## config.mk

```make
export PLATFORM = sky130hd
export DESIGN_NAME = prog_loader
export DESIGN_NICKNAME = d
export VERILOG_FILES = /design/src/rtl/prog_loader.sv
export SDC_FILE = /design/constraint.sdc
export NUM_CORES = 1
export LEC_CHECK = 0
export BUFFER_PORTS_ARGS = -buffer_cell sky130_fd_sc_hd__buf_2
export CAP_MARGIN = 5
export CORE_UTILIZATION = 35
export CTS_CLUSTER_DIAMETER = 200
export DETAILED_ROUTE_END_ITERATION = 12
export GPL_TIMING_DRIVEN = 0
export PLACE_DENSITY_LB_ADDON = 0.08
export REMOVE_ABC_BUFFERS = 1
export SETUP_SLACK_MARGIN = 0.5
export SLEW_MARGIN = 20
export SYNTH_ARGS = -nofsm -noshare
export SYNTH_HDL_FRONTEND = slang
export SYNTH_SLANG_ARGS = --single-unit
```

## constraint.sdc

```tcl
create_clock -name CLK -period 2.9 [get_ports CLK]
set_input_delay 0.87 -clock CLK [delete_from_list [all_inputs] [get_ports CLK]]
set_output_delay 0.87 -clock CLK [all_outputs]
set_load 0.01 [all_outputs]
```

## src/rtl/prog_loader.sv

```systemverilog
// prog_loader: length-prefixed byte stream to 16-bit instruction memory writer.
// Holds the CPU in reset until every word of the program has been written.
module prog_loader #(
  parameter int ADDR_W = 8
) (
  input  logic              CLK,
  input  logic              RST,
  input  logic              in_valid,
  input  logic [7:0]        in_data,
  output logic              in_ready,
  input  logic              reload,
  output logic              imem_we,
  output logic [ADDR_W-1:0] imem_addr,
  output logic [15:0]       imem_wdata,
  output logic              cpu_rst,
  output logic              done,
  output logic              err
);

  typedef enum logic [2:0] {
    LEN_HI, LEN_LO, W_HI, W_LO, WRITE, DONE, ERR
  } state_t;

  // Capacity in words; N equal to this is still a legal load.
  localparam logic [16:0] CAP = 17'(1) << ADDR_W;

  state_t              state_q;
  logic [15:0]         cnt_q;
  logic [ADDR_W:0]     idx_q;
  logic [7:0]          whi_q;
  logic                we_q;
  logic [ADDR_W-1:0]   addr_q;
  logic [15:0]         wdata_q;
  logic                cpu_rst_q;
  logic                done_q;
  logic                err_q;

  logic                accept;
  logic [15:0]         n_d;
  logic                last_d;

  // Byte acceptance is a pure decode of the current state.
  always_comb begin
    in_ready = 1'b0;
    unique case (state_q)
      LEN_HI, LEN_LO, W_HI, W_LO: in_ready = 1'b1;
      default:                    in_ready = 1'b0;
    endcase
  end

  assign accept = in_valid && in_ready;
  assign n_d    = {cnt_q[15:8], in_data};
  assign last_d = (17'(idx_q) + 17'd1) == {1'b0, cnt_q};

  // Loader FSM with registered memory-write and CPU-control outputs.
  always_ff @(posedge CLK or posedge RST) begin
    if (RST) begin
      state_q   <= LEN_HI;
      cnt_q     <= '0;
      idx_q     <= '0;
      whi_q     <= '0;
      we_q      <= 1'b0;
      addr_q    <= '0;
      wdata_q   <= '0;
      cpu_rst_q <= 1'b1;
      done_q    <= 1'b0;
      err_q     <= 1'b0;
    end else begin
      we_q <= 1'b0;
      unique case (state_q)
        LEN_HI: begin
          if (accept) begin
            cnt_q[15:8] <= in_data;
            state_q     <= LEN_LO;
          end
        end
        LEN_LO: begin
          if (accept) begin
            cnt_q <= n_d;
            idx_q <= '0;
            if (n_d == 16'd0) begin
              cpu_rst_q <= 1'b0;
              done_q    <= 1'b1;
              state_q   <= DONE;
            end else if ({1'b0, n_d} > CAP) begin
              err_q   <= 1'b1;
              state_q <= ERR;
            end else begin
              state_q <= W_HI;
            end
          end
        end
        W_HI: begin
          if (accept) begin
            whi_q   <= in_data;
            state_q <= W_LO;
          end
        end
        W_LO: begin
          if (accept) begin
            we_q    <= 1'b1;
            addr_q  <= idx_q[ADDR_W-1:0];
            wdata_q <= {whi_q, in_data};
            state_q <= WRITE;
          end
        end
        WRITE: begin
          if (last_d) begin
            cpu_rst_q <= 1'b0;
            done_q    <= 1'b1;
            state_q   <= DONE;
          end else begin
            idx_q   <= idx_q + 1'b1;
            state_q <= W_HI;
          end
        end
        DONE: begin
          if (reload) begin
            cpu_rst_q <= 1'b1;
            done_q    <= 1'b0;
            state_q   <= LEN_HI;
          end
        end
        ERR: begin
          state_q <= ERR;
        end
        default: begin
          state_q <= LEN_HI;
        end
      endcase
    end
  end

  assign imem_we    = we_q;
  assign imem_addr  = addr_q;
  assign imem_wdata = wdata_q;
  assign cpu_rst    = cpu_rst_q;
  assign done       = done_q;
  assign err        = err_q;

endmodule

```

==> results.json <==
{
  "status": "finished with violations",
  "failed_checks": "design-rule violations",
  "rows": 34,
  "postLayoutCellArea_mm2": 0.00377,
  "start_kind": "register",
  "slew_viol_final": 0,
  "p_leak_nw": 1.69,
  "io_buffers": 40,
  "p_comb_share_pct": 37.5,
  "utilization_pct": 42.9,
  "p_switching_mw": 1.56,
  "fin_nets": 373,
  "start_util_pct": 36.5,
  "layout.cells.non_filler": 473,
  "vias_per_cell": 5.14,
  "grt_usage_pct": 16.4,
  "dp_hpwl_um": 4870,
  "synth_edf_count": 0,
  "finalCriticalPeriod_ps": 2360,
  "hold_viol_final": 0,
  "maxSlewHeadroom_pct": 32.8,
  "synthFlopType": "dfrtp_1",
  "cts_tree": "done",
  "overflow": 0,
  "dp.cells": 450,
  "max_stage_delay_ps": 530,
  "end_kind": "register",
  "fp.dieW_um": 97.8,
  "syn_avg_cell_area_um2": 10.1,
  "cts.sinks": 64,
  "max_cap_viol_count": 0,
  "cp_cell_sequence": "or3b_1 -> a211oi_1 -> a2111oi_4 -> and4_2 -> a21o_1 -> a221o_1",
  "wl_per_cell_um": 15.6,
  "drc": 4,
  "die_area_mm2": 0.00956,
  "skew_ps": 9.61,
  "cp.arrival_ps": 2590,
  "clkLatencyLatePin_ps": 340,
  "cts_buffers": 9,
  "rrSetupSlack_ps": 540,
  "crit_fanout": 10,
  "p_clk_share_pct": 19.7,
  "peakVddDrop_mv": 0.354,
  "grt_pass1_wl_um": 12100,
  "p_per_area_mw_per_mm2": 1050,
  "critPathKind": "register to register",
  "synthesis.area_mm2": 0.00321,
  "syn_inst": 318,
  "ys_ff_latch": 64,
  "drive_gt1_share_pct": 31.5,
  "internal-power_mw": 2.40,
  "cts_buffer_depth": 2,
  "area_growth_pct": 17.5,
  "fmaxAchievable_ghz": 0.424,
  "antenna_found_initial": 0,
  "first_pass_iters": 10,
  "clk_pin_slew_ps": 80,
  "synth_cell_types": 62,
  "totalWireLength_um": 7400,
  "r2r_cells": 6,
  "power_frac_seq_pct": 42.8,
  "worst_pin_slew_ps": 1000,
  "grt_pass1_vias": 2230,
  "worstPathRequired_ps": 3130,
  "ios": 41,
  "coreArea_mm2": 0.00881,
  "antenna_left": 0,
  "die_h_um": 97.8,
  "clock-root-buffer": "clkbuf_8",
  "sw_frac_of_total_pct": 39.5,
  "setup_viol": 0,
  "vias": 2429,
  "ys_seq_area_share_pct": 49.9,
  "hold_buffers": 0,
  "num_antenna_cells": 0,
  "synthArstFlopShare_pct": 100,
  "h-tree-depth": 3,
  "initialDrtViolationCount": 131,
  "grt_max_degree": 48,
  "placedInstanceArea_mm2": 0.00346,
  "hold_class": "input port to asynchronous set/reset pin",
  "rsz0062_at_grt": "true",
  "finalWeightedCongestion": 0.746,
  "min_period_over_period_pct": 81.4,
  "yosys_warnings": 0,
  "slowest_stage": "dfrtp_2"
}
[synth_stat cells (all sizes together) (2+ instances only)]
master   number  area share, %
nand4         3            1.1
o21ai        14            2.2
a2111oi       2            1.3
a31oi         3           0.58
o211ai        8            1.9
a211oi        2           0.47
a221o         2           0.62
a41oi         3           0.82
or3           3           0.58
nand2        84            9.9
nor4          4           0.78
o41ai         2           0.55
nand2b        2           0.39
a21oi         5           0.90
xnor2         4            1.1
mux2         24            8.4
xor2          5            1.4
and2          2           0.39
clkbuf       13            2.6
inv          13            1.5
dfrtp        63             49
mux2i         2           0.62
a22oi         2           0.47
nand3         7            1.5
nor3          6            1.2
a21o          4           0.97
nor2          9            1.1
buf           4            1.1
nor2b         3           0.58
[worst paths after layout]
kind / start / to
setup / recovery: idx_q[3] / idx_q[6]
hold / removal: RST / imem_wdata[13]
setup reg to reg: idx_q[3] / idx_q[6]
hold reg to reg: imem_wdata[5] / imem_wdata[5]
max in group asynchronous: RST / cpu_rst
min in group CLK: imem_wdata[5] / imem_wdata[5]
[power by group through the flow]
stage / logic, mW / registers [mW] / clock network (mW)
after floorplan: 0.938 / 1.68 / 0
after global placement: 1.38 / 1.69 / 0
after detailed placement: 1.39 / 1.71 / 0
after CTS: 1.41 / 1.70 / 0.802
after global routing: 1.66 / 1.77 / 0.844
final: 1.48 / 1.70 / 0.780
[metal layers]
layer	wire length [um]	GRT usage (%)	up-vias
met5	0	0	-
met4	110	6.64	0
met3	257	2.79	11
met2	3350	23.7	54
met1	3680	24.3	1172
li1	-	-	1192
[worst max-delay path: cells and delay by family (launching register included)]
kind / cells / cell delay (ps)
simple gates: 2 / 690
compound gates: 4 / 1020
flops: 1 / 530
[cell usage in the layout, fill, tap and decap left out, drive strengths merged, types with 4 or more instances in the layout]
cell type	n
a21o	4
nand3	7
nor3	6
a21oi	5
dfrtp	63
clkbuf	11
inv	12
xnor2	4
nor4	4
o21ai	14
nor2	9
nand2	84
xor2	5
o211ai	8
buf	46
mux2	24
[cells by family after synthesis]
kind of cell               share of synthesized area (%)
adders and majority gates                          0.390
AOI/OAI and AO/OA                                   13.1
and+or+nand+nor                                     19.9
muxes                                               9.04
buffers and inverters                               5.18
DFF                                                 49.9
xor gates and xnor gates                            2.46
[registers in the layout, indices dropped and copies added (netlist names)]
register	flops
whi_q	8
cnt_q	16
imem_addr	8
imem_wdata	16
imem_we	1
err	1
done	1
state_q	3
idx_q	9
cpu_rst	1
[stage by stage]
| step | hold slack [ps] | total power, mW | TNS, ps | setup slack, ps |
|---|---|---|---|---|
| 2_1_floorplan | 435 | 2.62 | 0 | 434 |
| 3_3_place_gp | 446 | 3.07 | -41400 | -510 |
| 3_5_place_dp | 454 | 3.10 | 0 | 42.5 |
| 4_1_cts | 459 | 3.90 | 0 | 511 |
| 5_1_grt | 479 | 4.27 | 0 | 484 |
| 6_report | 457 | 3.96 | 0 | 539 |
[layout make-up]
class,instances,area (um2)
Clock buffer,11,141
Clock inverter,5,56.3
Fill cell,866,5030
Inverter,13,55.1
Multi-Input combinational cell,225,1500
Sequential cell,64,1610
Tap cell,108,135
Timing Repair Buffer,46,265
Timing Repair inverter,1,7.51
[timing repair]
| item | CTS | global route |
|---|---|---|
| pin swaps | 1 | 3 |
| setup endpoints to repair | 35 | 33 |
| buffers inserted | 1 | 4 |
| gates cloned | 0 | 2 |
| gates resized for setup | 6 | 10 |
Note: power is estimated with default switching activity, not from simulation.
